`config.mk`:
```
export PLATFORM = sky130hd
export DESIGN_NAME = controlador_teclado_matricial
export DESIGN_NICKNAME = d
export VERILOG_FILES = /design/src/rtl/controlador_teclado_pkg.sv /design/src/rtl/divisor_tick_escaneo.sv /design/src/rtl/controlador_teclado_matricial.sv
export SDC_FILE = /design/constraint.sdc
export NUM_CORES = 1
export LEC_CHECK = 0
export CAP_MARGIN = 20
export CORE_MARGIN = 2
export CORE_UTILIZATION = 35
export DETAILED_ROUTE_END_ITERATION = 12
export HOLD_SLACK_MARGIN = 0.06
export SETUP_SLACK_MARGIN = 0.2
export SLEW_MARGIN = 15
export SYNTH_ARGS = -nofsm -noshare
export SYNTH_HDL_FRONTEND = slang
export SYNTH_SLANG_ARGS = --single-unit
```
`constraint.sdc`:
```
create_clock -name i_Reloj -period 1.7 [get_ports i_Reloj]
set_input_delay 0.17 -clock i_Reloj [delete_from_list [all_inputs] [get_ports i_Reloj]]
set_output_delay 0.17 -clock i_Reloj [all_outputs]
set_load 0.01 [all_outputs]
```
`src/rtl/controlador_teclado_pkg.sv`:
```
// ---------------------------------------------------------------------------
// controlador_teclado_pkg
// Shared definitions for the 4x4 matrix keypad scanner:
//   - estado_t        : scanner FSM state encoding (2-bit)
//   - COL_RESET       : column drive after reset (column 0 driven low)
//   - ROW_IDLE        : row pattern with no key down (pull-ups)
//   - indice_fila     : row pattern (active-low) -> 2-bit row index,
//                       lowest low row wins
//   - indice_columna  : one-hot-low column drive -> 2-bit column index
// ---------------------------------------------------------------------------
package controlador_teclado_pkg;

    typedef enum logic [1:0] {
        ESCANEO   = 2'd0,
        REBOTE    = 2'd1,
        SOSTENIDA = 2'd2
    } estado_t;

    localparam logic [3:0] COL_RESET = 4'b1110;
    localparam logic [3:0] ROW_IDLE  = 4'b1111;

    // Priority encoder on low bits; several rows low resolve to the lowest.
    function automatic logic [1:0] indice_fila(input logic [3:0] filas);
        logic [1:0] idx;
        if (!filas[0])      idx = 2'd0;
        else if (!filas[1]) idx = 2'd1;
        else if (!filas[2]) idx = 2'd2;
        else                idx = 2'd3;
        return idx;
    endfunction

    function automatic logic [1:0] indice_columna(input logic [3:0] col);
        logic [1:0] idx;
        if (!col[0])      idx = 2'd0;
        else if (!col[1]) idx = 2'd1;
        else if (!col[2]) idx = 2'd2;
        else              idx = 2'd3;
        return idx;
    endfunction

endpackage

```
`src/rtl/divisor_tick_escaneo.sv`:
```
// ---------------------------------------------------------------------------
// divisor_tick_escaneo
// Free-running divider producing a one-clock strobe every CLK_HZ/SCAN_HZ
// clocks. The counter restarts from 0 on reset, so the first strobe comes
// CLK_HZ/SCAN_HZ clocks after reset release.
// Ports:
//   i_Reloj  : clock
//   i_Reset  : asynchronous reset, active low
//   o_Tick   : single-cycle strobe
// ---------------------------------------------------------------------------
module divisor_tick_escaneo #(
    parameter int CLK_HZ  = 100000000,
    parameter int SCAN_HZ = 1000
) (
    input  logic i_Reloj,
    input  logic i_Reset,
    output logic o_Tick
);

    localparam int TERM = CLK_HZ / SCAN_HZ - 1;
    localparam int W    = (TERM > 0) ? $clog2(TERM + 1) : 1;
    localparam logic [W-1:0] TERM_W = W'(TERM);

    logic [W-1:0] cnt_q, cnt_d;

    always_comb begin
        o_Tick = (cnt_q == TERM_W);
        cnt_d  = o_Tick ? '0 : cnt_q + 1'b1;
    end

    always_ff @(posedge i_Reloj or negedge i_Reset) begin
        if (!i_Reset) cnt_q <= '0;
        else          cnt_q <= cnt_d;
    end

endmodule

```
`src/rtl/controlador_teclado_matricial.sv`:
```
// ---------------------------------------------------------------------------
// controlador_teclado_matricial
// Scanned 4x4 keypad reader. One column is driven low at a time; the rows
// are sampled once per scan tick (at the end of the column period, before
// the column advances), debounced, and the accepted key is reported as
// code = row*4 + col with a one-clock valid strobe.
// Optional build macro KEYPAD_AUTOREPEAT_EN: while a key stays held, the
// strobe is re-issued every REPEAT_TICKS ticks with the same code.
// Ports:
//   i_Reloj       : clock, rising edge
//   i_Reset       : asynchronous reset, active low
//   i_Filas[3:0]  : row lines, active low, asynchronous to i_Reloj
//   o_Columnas    : column drive, active-low one-hot
//   o_Tecla       : code of the last accepted key
//   o_Valida      : one-clock pulse when o_Tecla is (re)issued
//   o_Presionada  : high while a debounced key is held
// ---------------------------------------------------------------------------
module controlador_teclado_matricial
    import controlador_teclado_pkg::*;
#(
    parameter int CLK_HZ         = 100000000,
    parameter int SCAN_HZ        = 1000,
    parameter int DEBOUNCE_TICKS = 4,
    parameter int REPEAT_TICKS   = 500
) (
    input  logic       i_Reloj,
    input  logic       i_Reset,
    input  logic [3:0] i_Filas,
    output logic [3:0] o_Columnas,
    output logic [3:0] o_Tecla,
    output logic       o_Valida,
    output logic       o_Presionada
);

    if (DEBOUNCE_TICKS < 1 || DEBOUNCE_TICKS > 15 || REPEAT_TICKS < 1) begin : g_param_err
        $error("controlador_teclado_matricial: DEBOUNCE_TICKS must be 1..15, REPEAT_TICKS >= 1");
    end

    localparam logic [4:0] DEB_FIN = 5'(DEBOUNCE_TICKS);

    logic tick;

    divisor_tick_escaneo #(
        .CLK_HZ  (CLK_HZ),
        .SCAN_HZ (SCAN_HZ)
    ) u_divisor (
        .i_Reloj (i_Reloj),
        .i_Reset (i_Reset),
        .o_Tick  (tick)
    );

    // Two-flop synchronizer on the asynchronous row lines.
    logic [3:0] filas_s1_q, filas_s2_q;

    always_ff @(posedge i_Reloj or negedge i_Reset) begin
        if (!i_Reset) begin
            filas_s1_q <= ROW_IDLE;
            filas_s2_q <= ROW_IDLE;
        end else begin
            filas_s1_q <= i_Filas;
            filas_s2_q <= filas_s1_q;
        end
    end

    estado_t    estado_q, estado_d;
    logic [3:0] col_q, col_d;
    logic [3:0] patron_q, patron_d;   // row pattern seen when the press was detected
    logic [3:0] cand_q, cand_d;       // candidate key code for that pattern
    logic [3:0] cnt_q, cnt_d;         // debounce counter (press or release)
    logic [3:0] tecla_q, tecla_d;
    logic       valida_q, valida_d;
    logic       presionada_q, presionada_d;
    logic [4:0] cnt_inc;
    logic       cnt_fin;
    logic       filas_libres;

`ifdef KEYPAD_AUTOREPEAT_EN
    localparam int RW = $clog2(REPEAT_TICKS + 1);
    localparam logic [RW:0] REP_FIN = (RW + 1)'(REPEAT_TICKS);
    logic [RW-1:0] rep_q, rep_d;
    logic [RW:0]   rep_inc;
`endif

    always_comb begin
        estado_d     = estado_q;
        col_d        = col_q;
        patron_d     = patron_q;
        cand_d       = cand_q;
        cnt_d        = cnt_q;
        tecla_d      = tecla_q;
        valida_d     = 1'b0;
        presionada_d = presionada_q;
        cnt_inc      = {1'b0, cnt_q} + 5'd1;
        cnt_fin      = (cnt_inc >= DEB_FIN);
        filas_libres = (filas_s2_q == ROW_IDLE);
`ifdef KEYPAD_AUTOREPEAT_EN
        rep_d        = rep_q;
        rep_inc      = {1'b0, rep_q} + 1'b1;
`endif

        if (tick) begin
            unique case (estado_q)
                ESCANEO: begin
                    if (filas_libres) begin
                        col_d = {col_q[2:0], col_q[3]};
                    end else begin
                        // Column stays frozen from here until the key is released.
                        patron_d = filas_s2_q;
                        cand_d   = {indice_fila(filas_s2_q), indice_columna(col_q)};
                        cnt_d    = 4'd1;
                        estado_d = REBOTE;
                    end
                end
                REBOTE: begin
                    if (filas_s2_q == patron_q) begin
                        cnt_d = cnt_inc[3:0];
                        if (cnt_fin) begin
                            tecla_d      = cand_q;
                            valida_d     = 1'b1;
                            presionada_d = 1'b1;
                            cnt_d        = 4'd0;
                            estado_d     = SOSTENIDA;
`ifdef KEYPAD_AUTOREPEAT_EN
                            rep_d        = '0;
`endif
                        end
                    end else begin
                        cnt_d    = 4'd0;
                        estado_d = ESCANEO;
                    end
                end
                SOSTENIDA: begin
                    if (filas_libres) begin
                        if (cnt_fin) begin
                            presionada_d = 1'b0;
                            cnt_d        = 4'd0;
                            estado_d     = ESCANEO;
                        end else begin
                            cnt_d = cnt_inc[3:0];
                        end
                    end else begin
                        // Any low row (even a different key in this column) restarts release count.
                        cnt_d = 4'd0;
                    end
`ifdef KEYPAD_AUTOREPEAT_EN
                    if (filas_libres) begin
                        rep_d = '0;
                    end else if (rep_inc >= REP_FIN) begin
                        rep_d    = '0;
                        valida_d = 1'b1;
                    end else begin
                        rep_d = rep_inc[RW-1:0];
                    end
`endif
                end
                default: begin
                    estado_d = ESCANEO;
                end
            endcase
        end

        // Guarantees the strobe never stretches over two clocks, even at one clock per tick.
        valida_d = valida_d & ~valida_q;
    end

    always_ff @(posedge i_Reloj or negedge i_Reset) begin
        if (!i_Reset) begin
            estado_q     <= ESCANEO;
            col_q        <= COL_RESET;
            patron_q     <= ROW_IDLE;
            cand_q       <= 4'd0;
            cnt_q        <= 4'd0;
            tecla_q      <= 4'd0;
            valida_q     <= 1'b0;
            presionada_q <= 1'b0;
        end else begin
            estado_q     <= estado_d;
            col_q        <= col_d;
            patron_q     <= patron_d;
            cand_q       <= cand_d;
            cnt_q        <= cnt_d;
            tecla_q      <= tecla_d;
            valida_q     <= valida_d;
            presionada_q <= presionada_d;
        end
    end

`ifdef KEYPAD_AUTOREPEAT_EN
    always_ff @(posedge i_Reloj or negedge i_Reset) begin
        if (!i_Reset) rep_q <= '0;
        else          rep_q <= rep_d;
    end
`endif

    assign o_Columnas   = col_q;
    assign o_Tecla      = tecla_q;
    assign o_Valida     = valida_q;
    assign o_Presionada = presionada_q;

endmodule

```
==> impl_metrics.env, run 1 <==
export IMPL_status="finished, violations left"
export IMPL_violations="negative setup slack"
export IMPL_syn_avg_cell_area_um2=11.6
export IMPL_top_layer_used="met4"
export IMPL_timing_critical_path_from="u_divisor.cnt_q[6]"
export IMPL_synth_edf_count=0
export IMPL_comb_power_share_pct=3.1
export IMPL_fin_cells=341
export IMPL_switching_share_pct=23.3
export IMPL_cp_required_ns=1.90
export IMPL_setup_slack_ns=-0.188
export IMPL_tightest_slew_ns=0.406
export IMPL_crit_slowest_cell="dfrtp_1"
export IMPL_grt_setup_unrepaired="yes"
export IMPL_wl_met1_um=2190
export IMPL_start_util_pct=36.0
export IMPL_hold_viol_final=0
export IMPL_globalplace_congestion=0.813
export IMPL_core_area_um2=6280
export IMPL_r2r_start="u_divisor.cnt_q[6]"
export IMPL_skew_ns=0.0116
export IMPL_drc=0
export IMPL_p_leak_nw=1.43
export IMPL_postLayoutCoreUtil_pct=50.5
export IMPL_max_cap_viol_count=0
export IMPL_wl_per_cell_um=13.9
export IMPL_ys_ff_latch=49
export IMPL_area_growth_pct=40.5
export IMPL_powerDensity_nw_per_um2=616
export IMPL_grt_start_max_net_pins=23
export IMPL_fin_nets=276
export IMPL_clock_latency_ns=0.31
export IMPL_setup_viol=16
export IMPL_grt_overflow=0
export IMPL_grt_pass1_wl_um=7980
export IMPL_antenna_cells=0
export IMPL_crit_family="simple AND/OR/NAND/NOR gates"
export IMPL_crit_path_max_fanout=5
export IMPL_htreeDepth=2
export IMPL_relSlewSlack_pct=73.0
export IMPL_crit_buf_inv=2
export IMPL_fin_crit_sh_pct=111
export IMPL_fmax_mhz=530
export IMPL_drive_above_1_share_pct=43.6
export IMPL_root_buffer="clkbuf_8"
export IMPL_routed_wl_um=4750
export IMPL_numPortBuffers=15
export IMPL_min_delay_start="i_Filas[2]"
export IMPL_ys_warn_count=0
export IMPL_ys_types=46
export IMPL_path_clk_slew_ns=0.10
export IMPL_path_cells="nor4bb_2, buf_4, and4_4, and4_1, buf_6, mux2_4"
export IMPL_via_per_inst=5.13
export IMPL_worstSetupStartpointType="flop"
export IMPL_antenna_found_initial=0
export IMPL_dr_wl_met2_um=2340
export IMPL_cts_max_path_buffers=2
export IMPL_period_needed_ns=1.89
export IMPL_grt_pass1_vias=1653
export IMPL_async_flop_share_pct=100
export IMPL_dr_pass1_iters=4
export IMPL_yosysSeqAreaShare_pct=55.1
export IMPL_gr_usage_all_layers_pct=14.0
export IMPL_crit_path_end_kind="flop"
export IMPL_p_clk_share_pct=36.0
export IMPL_dr_wl_met3_um=137
export IMPL_peakVddDrop_mv=0.388
export IMPL_crit_arrival_ns=2.09
export IMPL_post_dp_hpwl_um=3410
export IMPL_cts_tree="built"
export IMPL_pin_count=16
export IMPL_die_area_um2=7110
export IMPL_sequentialPowerShare_pct=60.9
export IMPL_path_class="reg -> reg"
export IMPL_fin_area_um2=3170
export IMPL_hp_class="in -> reg"
export IMPL_post_dp_cell_area_um2=2880
export IMPL_die_x_um=84.3
export IMPL_cts_buffers=5
export IMPL_syn_area_um2=2260
export IMPL_drv_slew=0
export IMPL_placedCellCount=325
export IMPL_internal_power_mw=1.50
export IMPL_p_sw_mw=0.456
export IMPL_slowest_delay_ns=0.41
export IMPL_dieHeight_um=84.3
export IMPL_clock_sinks=49
export IMPL_synthCells=195
export IMPL_rows=29
export IMPL_via_count=1750
export IMPL_synthFlopType="dfrtp_1"
export IMPL_ant_nets=0
export IMPL_syn_nets=208
export IMPL_drtIter0Drc=76
==> per-stage QoR <==
| step | total power [mW] | hold slack, ns | setup WS [ns] | TNS, ns |
|---|---|---|---|---|
| floorplan | 1.23 | -0.126 | -0.0346 | -0.161 |
| global placement | 1.27 | 0.122 | -0.138 | -1.03 |
| detailed placement | 1.27 | 0.129 | -0.168 | -1.28 |
| CTS | 1.99 | 0.250 | -0.143 | -1.21 |
| global route | 2.03 | 0.261 | -0.249 | -3.05 |
| finish | 1.95 | 0.263 | -0.188 | -1.29 |
==> path summary, 6_finish.rpt <==
path | to | slack (ns) | depth (start not counted)
hold reg to reg | filas_s2_q[0] | 0.36 | 0
setup / recovery | o_Tecla[3] | -0.19 | 6
setup reg to reg | o_Tecla[3] | -0.19 | 6
min in group asynchronous | o_Columnas[0] | 0.33 | 2
max in group asynchronous | u_divisor.cnt_q[10] | 0.75 | 3
hold / removal | filas_s1_q[2] | 0.26 | 1
==> metal layers <==
metal	up-vias	track usage (%)
met2	28	23.0
li1	845	-
met3	5	2.95
met5	-	0
met4	0	5.19
met1	872	18.3
==> Yosys cell counts, types with 2 or more instances <==
library cell | count | share of area, %
dfstp_2 | 15 | 17
mux2_2 | 10 | 5.0
clkbuf_2 | 2 | 0.44
nand3_1 | 9 | 2.0
o211a_1 | 2 | 0.89
nor2_1 | 12 | 2.0
inv_1 | 7 | 1.2
a21oi_1 | 7 | 1.6
a41oi_1 | 2 | 0.78
nand4_1 | 4 | 1.1
o2bb2ai_1 | 2 | 0.78
xor2_1 | 7 | 2.7
o31ai_1 | 5 | 1.7
nor4bb_1 | 2 | 0.89
o22a_1 | 3 | 1.2
ha_1 | 7 | 3.9
or4_1 | 2 | 0.66
o21ai_0 | 7 | 1.6
dfrtp_1 | 34 | 38
nor3_1 | 2 | 0.44
xnor2_1 | 8 | 3.1
and3_1 | 3 | 0.83
and4_1 | 4 | 1.6
and2_1 | 3 | 0.83
nand2_1 | 14 | 2.3
a31oi_1 | 2 | 0.55
==> cell usage in the layout, fill, tap and decap left out, types with 4 or more instances in the layout <==
cell type	Yosys	layout
a21oi_1	7	6
buf_4	1	42
buf_6	0	8
clkbuf_8	0	5
clkdlybuf4s50_1	0	11
dfrtp_1	34	34
dfstp_2	15	15
ha_1	7	5
inv_1	7	7
mux2_4	0	10
nand2_1	14	13
nand3_1	9	6
nand4_1	4	4
nor2_1	12	8
o21ai_1	0	4
o31ai_2	0	4
xnor2_1	8	8
xor2_1	7	5
==> timing repair <==
item	CTS	global route
hold buffers	1	0
resized for setup	14	24
setup endpoints to repair	38	37
hold endpoints to repair	3	0
setup buffers	2	5
pin swaps	9	9
==> final cells by class <==
type	count	area, um2
fillers	558	3100
flip-flops and latches	49	1240
multi-input cells	134	1160
repair buffers	66	557
well taps	77	96.3
clock buffers	5	68.8
inverters	7	26.3
clock inverters	3	21.3
==> worst register-to-register path, delay by kind of cell, from the launching register on <==
family        cells  cell delay (ns)
buf+inv           2             0.30
flops             1             0.41
mux               1             0.29
simple gates      3             0.77
==> power groups by stage <==
stage | Combinational (mW) | Sequential [mW] | Clock (mW)
global placement | 0.0597 | 1.21 | 0
detailed placement | 0.0607 | 1.21 | 0
floorplan | 0.0142 | 1.21 | 0
finish | 0.0610 | 1.19 | 0.703
global route | 0.0701 | 1.19 | 0.768
CTS | 0.0631 | 1.19 | 0.736
==> logic make-up (layout without fill, tap and decap cells) <==
group,after synthesis,count (layout),share of synthesized area [%]
AOI/OAI and AO/OA,38,38,12.1
and+or+nand+nor,64,64,15.7
adders and majority gates,7,7,3.88
muxes,10,10,4.99
buffers and inverters,12,81,2.33
DFF,49,49,55.1
xor gates and xnor gates,15,15,5.82
==> state kept, by name, indices dropped and copies added, names as in the netlist <==
| register | count |
|---|---|
| cnt_q | 4 |
| filas_s1_q | 4 |
| o_Presionada | 1 |
| o_Tecla | 4 |
| o_Columnas | 4 |
| filas_s2_q | 4 |
| patron_q | 4 |
| o_Valida | 1 |
| estado_q | 2 |
| u_divisor.cnt_q | 17 |
| cand_q | 4 |
Power figures use the tool's default switching activity.
==> run 2: changes to the inputs <==
CORE_ASPECT_RATIO = 1.75   (was default)
CORE_UTILIZATION = 45   (was 35)
PLACE_DENSITY = 0.66   (was default)
==> run 2 against run 1 <==
  * The run still ends with negative setup slack left
  * Global-route usage rose by 8.1 points
  * Count of clock-buffer cells in the layout is 1 higher
  * Clock power is 3.1% higher
  * Combinational power is 8.9% higher
  * Routed wire length up 30%
  * Maximum frequency increased by 6.8%
  * Non-clock buffer count up 11
  * Largest cell class is now multi-input combinational cells
==> impl_metrics.env, run 2 (synthesis results as in run 1) <==
export IMPL_grt_pass1_vias=1986
export IMPL_antenna_cells=0
export IMPL_largest_reg_flops=17
export IMPL_clock_sinks=49
export IMPL_crit_path_max_fanout=5
export IMPL_crit_slowest_cell="dfrtp_1"
export IMPL_dr_pass1_iters=4
export IMPL_powerDensity_nw_per_um2=574
export IMPL_via_count=1904
export IMPL_numPortBuffers=15
export IMPL_grt_pass1_wl_um=9520
export IMPL_setup_slack_ns=-0.0680
export IMPL_area_growth_pct=52.8
export IMPL_period_needed_ns=1.77
export IMPL_largest_register="u_divisor.cnt_q"
export IMPL_drive_above_1_share_pct=56.4
export IMPL_fin_crit_sh_pct=104
export IMPL_grt_start_max_net_pins=50
export IMPL_placedCellCount=296
export IMPL_fin_cells=329
export IMPL_wl_per_cell_um=18.7
export IMPL_die_area_um2=5620
export IMPL_dieHeight_um=97.7
export IMPL_total_power_mw=1.98
export IMPL_cts_max_path_buffers=2
export IMPL_core_area_um2=4890
export IMPL_grt_setup_unrepaired="yes"
export IMPL_crit_family="simple AND/OR/NAND/NOR gates"
export IMPL_cp_required_ns=1.90
export IMPL_hold_viol_final=0
export IMPL_die_x_um=57.6
export IMPL_worstSetupStartpointType="flop"
export IMPL_crit_arrival_ns=1.96
export IMPL_max_cap_viol_count=0
export IMPL_fmax_mhz=566
export IMPL_status="finished, violations left"
export IMPL_setup_viol=7
export IMPL_slowest_delay_ns=0.38
export IMPL_cts_tree="built"
export IMPL_via_per_inst=5.79
export IMPL_globalplace_congestion=0.869
export IMPL_crit_path_end_kind="flop"
export IMPL_reg2reg_slack_ns=-0.07
export IMPL_root_buffer="clkbuf_8"
export IMPL_relSlewSlack_pct=59.2
export IMPL_layout_commonest_cell="buf_4"
export IMPL_drv_slew=0
export IMPL_drc=0
export IMPL_antenna_found_initial=0
export IMPL_skew_ns=0.00359
export IMPL_clock_latency_ns=0.31
export IMPL_hp_class="in -> reg"
export IMPL_path_cells="ha_2, and4_4, and4_4, and4_4, mux2_4"
export IMPL_gr_usage_all_layers_pct=22.1
export IMPL_peakVddDrop_mv=0.525
export IMPL_grt_overflow=0
export IMPL_rows=34
export IMPL_final_cell_mix="buf_4, dfrtp_1, buf_6"
export IMPL_tightest_slew_ns=0.612
export IMPL_drtIter0Drc=41
export IMPL_ant_nets=0
export IMPL_start_util_pct=46.2
export IMPL_post_dp_cell_area_um2=2800
export IMPL_post_dp_hpwl_um=3860
export IMPL_postLayoutCoreUtil_pct=70.5
export IMPL_violations="negative setup slack"
export IMPL_htreeDepth=2
export IMPL_cts_buffers=5
export IMPL_path_class="reg -> reg"
export IMPL_fin_area_um2=3450
export IMPL_p_leak_nw=1.51
export IMPL_routed_wl_um=6170
export IMPL_pin_count=16
export IMPL_path_clk_slew_ns=0.09
export IMPL_fin_nets=287
export IMPL_crit_buf_inv=0
export IMPL_cp_common_cell="and4_4"
-- run 2: repair_timing --
item | CTS | global route
pin swaps | 39 | 19
setup buffers | 13 | 11
hold buffers | 1 | 0
resized for setup | 68 | 18
setup endpoints to repair | 35 | 40
hold endpoints to repair | 34 | 0
cloned | 0 | 0
-- run 2: area by class of cell --
class	count	area, um2
inverters	7	26.3
clock buffers	6	82.6
repair buffers	77	677
flip-flops and latches	49	1240
well taps	54	67.6
clock inverters	2	13.8
fillers	319	1440
multi-input cells	134	1340
-- run 2: final timing paths --
kind	from	cells after the start	to
max in group asynchronous	i_Reset	3	u_divisor.cnt_q[14]
setup / recovery	u_divisor.cnt_q[0]	5	o_Tecla[0]
hold reg to reg	filas_s1_q[3]	0	filas_s2_q[3]
hold / removal	i_Filas[0]	1	filas_s1_q[0]
setup reg to reg	u_divisor.cnt_q[0]	5	o_Tecla[0]
min in group asynchronous	i_Reset	3	cand_q[3]
-- run 2: layer usage --
metal | part of all wire, % | track usage, % | up-vias
met5 | 0 | 0 | -
met4 | 3.6 | 7.87 | 0
met3 | 2.6 | 2.80 | 22
met2 | 59 | 44.0 | 51
met1 | 35 | 22.0 | 970
li1 | - | - | 861
-- run 2: through the flow --
step	hold slack, ns	setup TNS [ns]	worst slack (ns)
after floorplan	-0.126	-0.161	-0.0346
after global placement	0.292	-0.816	-0.111
after detailed placement	0.302	-1.38	-0.172
after CTS	0.259	-0.237	-0.0557
after global routing	0.264	-1.48	-0.136
final	0.261	-0.357	-0.0680
-- run 2: power by group --
part	total [mW]	switching, mW	internal (mW)
registers	1.19	0.00802	1.18
logic	0.0664	0.0412	0.0252
clock network	0.725	0.394	0.330
total	1.98	0.444	1.54
